[src/rtl/mem_req_bridge.sv]
// mem_req_bridge
// In-order bridge between RTL masters and the external memory model.
// Store/retrieve requests are buffered in a request FIFO and issued one per
// memory handshake, strictly in arrival order. Retrieve data comes back on
// mem_rvalid, is buffered, and is returned to the master over a valid/ready
// response channel. The outstanding count covers retrieves that are in
// flight or buffered, so capping it at MAX_OUT also bounds the response
// buffer and mem_rvalid never needs backpressure.
module mem_req_bridge #(
   parameter int ADDR_W  = 32,
   parameter int DATA_W  = 16,
   parameter int DEPTH   = 4,
   parameter int MAX_OUT = 4
) (
   input  logic                       clk,
   input  logic                       rst,
   input  logic                       req_valid,
   output logic                       req_ready,
   input  logic                       req_write,
   input  logic [ADDR_W-1:0]          req_addr,
   input  logic [DATA_W-1:0]          req_wdata,
   output logic                       rsp_valid,
   input  logic                       rsp_ready,
   output logic [DATA_W-1:0]          rsp_rdata,
   output logic                       mem_valid,
   input  logic                       mem_ready,
   output logic                       mem_write,
   output logic [ADDR_W-1:0]          mem_addr,
   output logic [DATA_W-1:0]          mem_wdata,
   input  logic                       mem_rvalid,
   input  logic [DATA_W-1:0]          mem_rdata,
   output logic [$clog2(DEPTH+1)-1:0] count,
   output logic                       err
);

   localparam int PW = $clog2(DEPTH);
   localparam int CW = $clog2(DEPTH + 1);
   localparam int OW = $clog2(MAX_OUT + 1);
   localparam int RW = (MAX_OUT > 1) ? $clog2(MAX_OUT) : 1;

   typedef struct packed {
      logic              write;
      logic [ADDR_W-1:0] addr;
      logic [DATA_W-1:0] wdata;
   } req_t;

   // Request FIFO
   req_t              fifo_mem [DEPTH];
   logic [PW-1:0]     wr_ptr_q, wr_ptr_d;
   logic [PW-1:0]     rd_ptr_q, rd_ptr_d;
   logic [CW-1:0]     count_q, count_d;

   // Response buffer and outstanding-retrieve tracking
   logic [DATA_W-1:0] rb_mem [MAX_OUT];
   logic [RW-1:0]     rb_wr_q, rb_wr_d;
   logic [RW-1:0]     rb_rd_q, rb_rd_d;
   logic [OW-1:0]     rb_cnt_q, rb_cnt_d;
   logic [OW-1:0]     out_q, out_d;
   logic              err_q, err_d;

   logic              push, pop, issue_rd, rsp_pop, rb_push, stray;
   logic              fifo_empty;
   req_t              head;

   // Response-buffer pointer increment with explicit wrap at MAX_OUT.
   function automatic logic [RW-1:0] rb_inc(input logic [RW-1:0] p);
      return (p == RW'(MAX_OUT - 1)) ? '0 : p + RW'(1);
   endfunction

   assign fifo_empty = (count_q == '0);
   assign head       = fifo_mem[rd_ptr_q];

   // A full FIFO stays not-ready even when a pop happens in the same cycle.
   assign req_ready  = (count_q < CW'(DEPTH));
   assign push       = req_valid && req_ready;

   // Stores always issue; a retrieve at the head waits for an outstanding slot.
   assign mem_valid  = !fifo_empty && (head.write || (out_q < OW'(MAX_OUT)));
   assign pop        = mem_valid && mem_ready;
   assign issue_rd   = pop && !head.write;

   assign rsp_valid  = (rb_cnt_q != '0);
   assign rsp_pop    = rsp_valid && rsp_ready;
   assign rb_push    = mem_rvalid && (out_q != '0);
   assign stray      = mem_rvalid && (out_q == '0);

   assign count      = count_q;
   assign err        = err_q;

   // Output fields: head entry / buffer head, forced to zero while empty.
   always_comb begin
      // NOTE: every output gets a default first so no path leaves it unassigned (no latch).
      mem_write = 1'b0;
      mem_addr  = '0;
      mem_wdata = '0;
      rsp_rdata = '0;
      if (!fifo_empty) begin
         mem_write = head.write;
         mem_addr  = head.addr;
         mem_wdata = head.wdata;
      end
      if (rsp_valid) begin
         rsp_rdata = rb_mem[rb_rd_q];
      end
   end

   // Next-state for pointers, occupancies, outstanding count and sticky error.
   always_comb begin
      wr_ptr_d = push    ? wr_ptr_q + PW'(1) : wr_ptr_q;
      rd_ptr_d = pop     ? rd_ptr_q + PW'(1) : rd_ptr_q;
      rb_wr_d  = rb_push ? rb_inc(rb_wr_q)   : rb_wr_q;
      rb_rd_d  = rsp_pop ? rb_inc(rb_rd_q)   : rb_rd_q;
      err_d    = err_q || stray;

      unique case ({push, pop})
         2'b10:   count_d = count_q + CW'(1);
         2'b01:   count_d = count_q - CW'(1);
         default: count_d = count_q;
      endcase

      unique case ({issue_rd, rsp_pop})
         2'b10:   out_d = out_q + OW'(1);
         2'b01:   out_d = out_q - OW'(1);
         default: out_d = out_q;
      endcase

      unique case ({rb_push, rsp_pop})
         2'b10:   rb_cnt_d = rb_cnt_q + OW'(1);
         2'b01:   rb_cnt_d = rb_cnt_q - OW'(1);
         default: rb_cnt_d = rb_cnt_q;
      endcase
   end

   // Control state register; reset discards all queued and in-flight work.
   always_ff @(posedge clk or posedge rst) begin
      // NOTE: sequential state uses non-blocking assignment so all flops update together.
      if (rst) begin
         wr_ptr_q <= '0;
         rd_ptr_q <= '0;
         count_q  <= '0;
         rb_wr_q  <= '0;
         rb_rd_q  <= '0;
         rb_cnt_q <= '0;
         out_q    <= '0;
         err_q    <= 1'b0;
      end else begin
         wr_ptr_q <= wr_ptr_d;
         rd_ptr_q <= rd_ptr_d;
         count_q  <= count_d;
         rb_wr_q  <= rb_wr_d;
         rb_rd_q  <= rb_rd_d;
         rb_cnt_q <= rb_cnt_d;
         out_q    <= out_d;
         err_q    <= err_d;
      end
   end

   // Storage writes for request FIFO and response buffer.
   always_ff @(posedge clk) begin
      // NOTE: storage arrays are not reset; occupancy counters gate every read.
      if (push) begin
         fifo_mem[wr_ptr_q] <= '{write: req_write, addr: req_addr, wdata: req_wdata};
      end
      if (rb_push) begin
         rb_mem[rb_wr_q] <= mem_rdata;
      end
   end

endmodule

[config.mk]
export PLATFORM = sky130hd
export DESIGN_NAME = mem_req_bridge
export DESIGN_NICKNAME = d
export VERILOG_FILES = /design/src/rtl/mem_req_bridge.sv
export SDC_FILE = /design/constraint.sdc
export NUM_CORES = 1
export LEC_CHECK = 0
export BUFFER_PORTS_ARGS = -buffer_cell sky130_fd_sc_hd__buf_4
export CAP_MARGIN = 20
export CORE_MARGIN = 3
export CORE_UTILIZATION = 54
export DETAILED_ROUTE_END_ITERATION = 12
export PLACE_DENSITY_LB_ADDON = 0.25
export SLEW_MARGIN = 40
export SYNTH_ARGS = -nofsm -noshare
export SYNTH_HDL_FRONTEND = slang
export SYNTH_SLANG_ARGS = --single-unit
export TNS_END_PERCENT = 5
[constraint.sdc]
create_clock -name clk -period 4.9 [get_ports clk]
set_input_delay 0.245 -clock clk [delete_from_list [all_inputs] [get_ports clk]]
set_output_delay 0.245 -clock clk [all_outputs]
set_load 0.005 [all_outputs]
==> implementation parameters <==
Parameter                              Value

Outcome
  Result of the run    complete, no violations

Power
  Clk network pwr share    23.9%
  Areal power density over the cells    566 mW/mm2
  Maximum ir drop on the vdd rail    0.443 mV
  Cell-internal power    5.57 mW
  Combinational fraction of design power    34.2%
  Switching power    2.18 mW
  Sequential fraction of design power    41.9%
  Static leakage    4.91 nW
  Switch share    28.1%

Routing
  DRC viols    0
  Count of nets left with antenna violations after detail routing    0
  Post-detailed-route via-to-cell ratio    5.38
  First DRT Iteration DRCs    247
  Routed Wire Length    20.6 mm
  Number of iterations in the first detailed-routing pass    4
  Via total after detailed routing    5486
  Routed length per instance    20.2 um

GRT
  Pin count of the biggest net entering global routing    52
  Vias in the first global route    6142
  Global-route wire length before repair    32.7 mm
  Antenna violations before repair    0
  GR Overflow Total    0
  Total global-route track usage    19.0%

Setup path
  Worst Path Arrival    2470 ps
  Critical path capture point type    output pin
  WP data required    4660 ps
  Highest net fanout along the worst path    50
  Startpoint Class    register
  Kind of critical path    reg2out

Floorplanning
  Number of ports placed on the die boundary    143
  Effective utilization at floorplan    55.6%
  Area enclosed by the die boundary    0.0220 mm2
  Core Region    0.0197 mm2
  Vertical die dimension    148 um
  Total number of placement rows    51
  Width of the die    148 um

Synth
  Synthesized area per cell    21.2 um2
  Distinct cell type count of the synthesized netlist    29
  Yosys Warn Count    0
  Portion of the post-synthesis area used by sequential elements    75.6%
  Syn Nets    601
  Post-synth design cell area    0.0109 mm2
  Syn Inst Count    515
  Synthesis-stage register bit count    278

Clocking
  H-tree levels    1
  Number of clock sinks    278
  Setup fix buffers added after clock tree synthesis    0
  Hold-fix buffers at CTS    67
  Total CTS buffers    26
  CTS tree    built
  Clock insertion delay at the later pin of the skew report    530 ps
  CTS root buffer    sky130_fd_sc_hd__clkbuf_16
  Clock Pin Slew Worst Setup and Hold Paths    60 ps
  Resize count post-CTS    0
  Deepest clock path buffer count    3

Finish
  Area added between synthesis and finish    25.5%
  Area of the multi-input gates    0.00247 mm2
  Filler cells    1275
  Layout cell share with drive strength beyond 1    35.1%
  Fin util    69.7%
  # diodes    0
  Sequential Area    0.00826 mm2
  Layout net count    821

Place
  Number of buffer cells added on primary ports    142
  Weighted congestion at the end of routability-driven global placement    0.723
  Sum of net half-perimeters after detailed placement    12.1 mm

Min path
  Path type of the worst min-delay path    in2reg

Flow run
  Number of max-cap violations    0

Timing
  Clock skew after layout    22.3 ps
  Pin slew with the least headroom to its limit    805 ps
  Tcrit/Tclk final    55.5%
  Min Tclk post-route    2720 ps
  Worst slew slack as a fraction of its limit    46.3%
  Setup tns final    0 ps
  Final setup violation count    0
  Final hold violation count    0
  Maximum clock frequency    368 MHz
  Pins Over Slew Limit    0
  RSZ-0062 raised after global routing    no
==> Yosys cell counts <==
cell type / n / area share, %
sky130_fd_sc_hd__o31ai_1: 1 / 0.069
sky130_fd_sc_hd__nor2b_1: 51 / 2.9
sky130_fd_sc_hd__and2_4: 1 / 0.080
sky130_fd_sc_hd__clkbuf_1: 7 / 0.24
sky130_fd_sc_hd__ha_1: 12 / 1.4
sky130_fd_sc_hd__mux2_4: 2 / 0.28
sky130_fd_sc_hd__and2_1: 24 / 1.4
sky130_fd_sc_hd__o21ai_0: 2 / 0.092
sky130_fd_sc_hd__and2b_2: 1 / 0.080
sky130_fd_sc_hd__xnor2_1: 5 / 0.40
sky130_fd_sc_hd__xor2_1: 6 / 0.48
sky130_fd_sc_hd__dfrtp_1: 18 / 4.1
sky130_fd_sc_hd__buf_4: 5 / 0.34
sky130_fd_sc_hd__inv_1: 18 / 0.62
sky130_fd_sc_hd__mux4_2: 65 / 13
sky130_fd_sc_hd__o21ba_2: 1 / 0.092
sky130_fd_sc_hd__buf_6: 3 / 0.31
sky130_fd_sc_hd__buf_2: 9 / 0.41
sky130_fd_sc_hd__a211oi_1: 1 / 0.069
sky130_fd_sc_hd__mux2_2: 1 / 0.10
sky130_fd_sc_hd__nor3_1: 2 / 0.092
sky130_fd_sc_hd__or3_1: 3 / 0.17
sky130_fd_sc_hd__mux2i_1: 5 / 0.46
sky130_fd_sc_hd__a21oi_1: 1 / 0.046
sky130_fd_sc_hd__fa_1: 3 / 0.55
sky130_fd_sc_hd__edfxtp_1: 260 / 72
sky130_fd_sc_hd__a21o_1: 1 / 0.069
sky130_fd_sc_hd__nand2_1: 1 / 0.034
sky130_fd_sc_hd__nor2_1: 6 / 0.21
==> worst paths after layout <==
path                             start              to  slack (ps)  cells after the start
max in group asynchronous          rst     rd_ptr_q[0]        3970                      3
hold reg to reg            rb_cnt_q[2]     rb_cnt_q[2]         480                      1
hold / removal               rsp_ready      rb_rd_q[1]         170                      3
min in group asynchronous          rst     wr_ptr_q[0]         410                      3
setup reg to reg              count[2]  fifo_mem[0][0]        2550                      3
setup / recovery           rd_ptr_q[0]    mem_addr[21]        2180                      4
==> layout by cell type (no fill, tap or decap), types with 12 or more instances in the layout <==
cell,netlist,layout
sky130_fd_sc_hd__and2_1,24,16
sky130_fd_sc_hd__buf_4,5,148
sky130_fd_sc_hd__clkbuf_16,0,26
sky130_fd_sc_hd__dfrtp_1,18,15
sky130_fd_sc_hd__dlygate4sd3_1,0,67
sky130_fd_sc_hd__edfxtp_1,260,260
sky130_fd_sc_hd__ha_1,12,12
sky130_fd_sc_hd__inv_1,18,18
sky130_fd_sc_hd__mux4_2,65,65
sky130_fd_sc_hd__nor2b_1,51,51
==> critical path, cell delays in order (launching register included) <==
cell and delay (ps):
sky130_fd_sc_hd__dfrtp_4 420, sky130_fd_sc_hd__buf_6 560, sky130_fd_sc_hd__mux4_2 590, sky130_fd_sc_hd__nor2b_1 170
sky130_fd_sc_hd__buf_4 180
==> through the flow <==
step           cell area, um2  setup WS [ps]  power (mW)  hold WS, ps  std cells
2_1_floorplan           10900           2540        4.84          184        515
3_3_place_gp            12200           2450        5.87          399        905
3_5_place_dp            12200           2500        5.96          415        905
4_1_cts                 13700           2110        7.86          148       1019
5_1_grt                 13700           2000        8.18          160       1019
6_report                13700           2180        7.75          169       1019
==> power by group through the flow <==
stage	clock network (mW)	logic, mW	registers, mW
3_3_place_gp	0	2.60	3.28
4_1_cts	1.90	2.71	3.26
3_5_place_dp	0	2.65	3.31
5_1_grt	1.99	2.90	3.29
2_1_floorplan	0	1.65	3.19
6_report	1.85	2.65	3.25
==> metal layers <==
| layer | GRT usage, % | vias up | routed length, um |
|---|---|---|---|
| met5 | 0 | - | 0 |
| met4 | 4.39 | 0 | 371 |
| met3 | 4.42 | 33 | 1140 |
| met2 | 33.5 | 160 | 10700 |
| met1 | 24.4 | 2836 | 8400 |
| li1 | - | 2457 | - |
==> flip-flops by register name (all words and copies together) (netlist names) <==
register / count
fifo_mem: 196
out_q: 3
count: 3
err: 1
rd_ptr_q: 2
wr_ptr_q: 2
rb_cnt_q: 3
rb_rd_q: 2
rb_wr_q: 2
rb_mem: 64
==> logic make-up (layout without fill, tap and decap cells) <==
family / count (synthesis) / in the layout / share of synthesized area (%)
buf+inv: 42 / 281 / 1.93
xor+xnor: 11 / 11 / 0.882
compound gates: 7 / 7 / 0.435
simple gates: 89 / 89 / 4.96
mux: 73 / 73 / 14.2
fa+ha+maj: 15 / 15 / 1.93
flops: 278 / 278 / 75.6
==> layout make-up <==
| cell class | count | area share (%) |
|---|---|---|
| timing repair buffer | 216 | 13.1 |
| clock inverter | 10 | 0.593 |
| inverter | 18 | 0.493 |
| tap | 265 | 2.42 |
| sequential | 278 | 60.3 |
| clock buffer | 37 | 5.12 |
| multi-input combinational | 195 | 18.0 |
(Power assumes the default switching activity.)
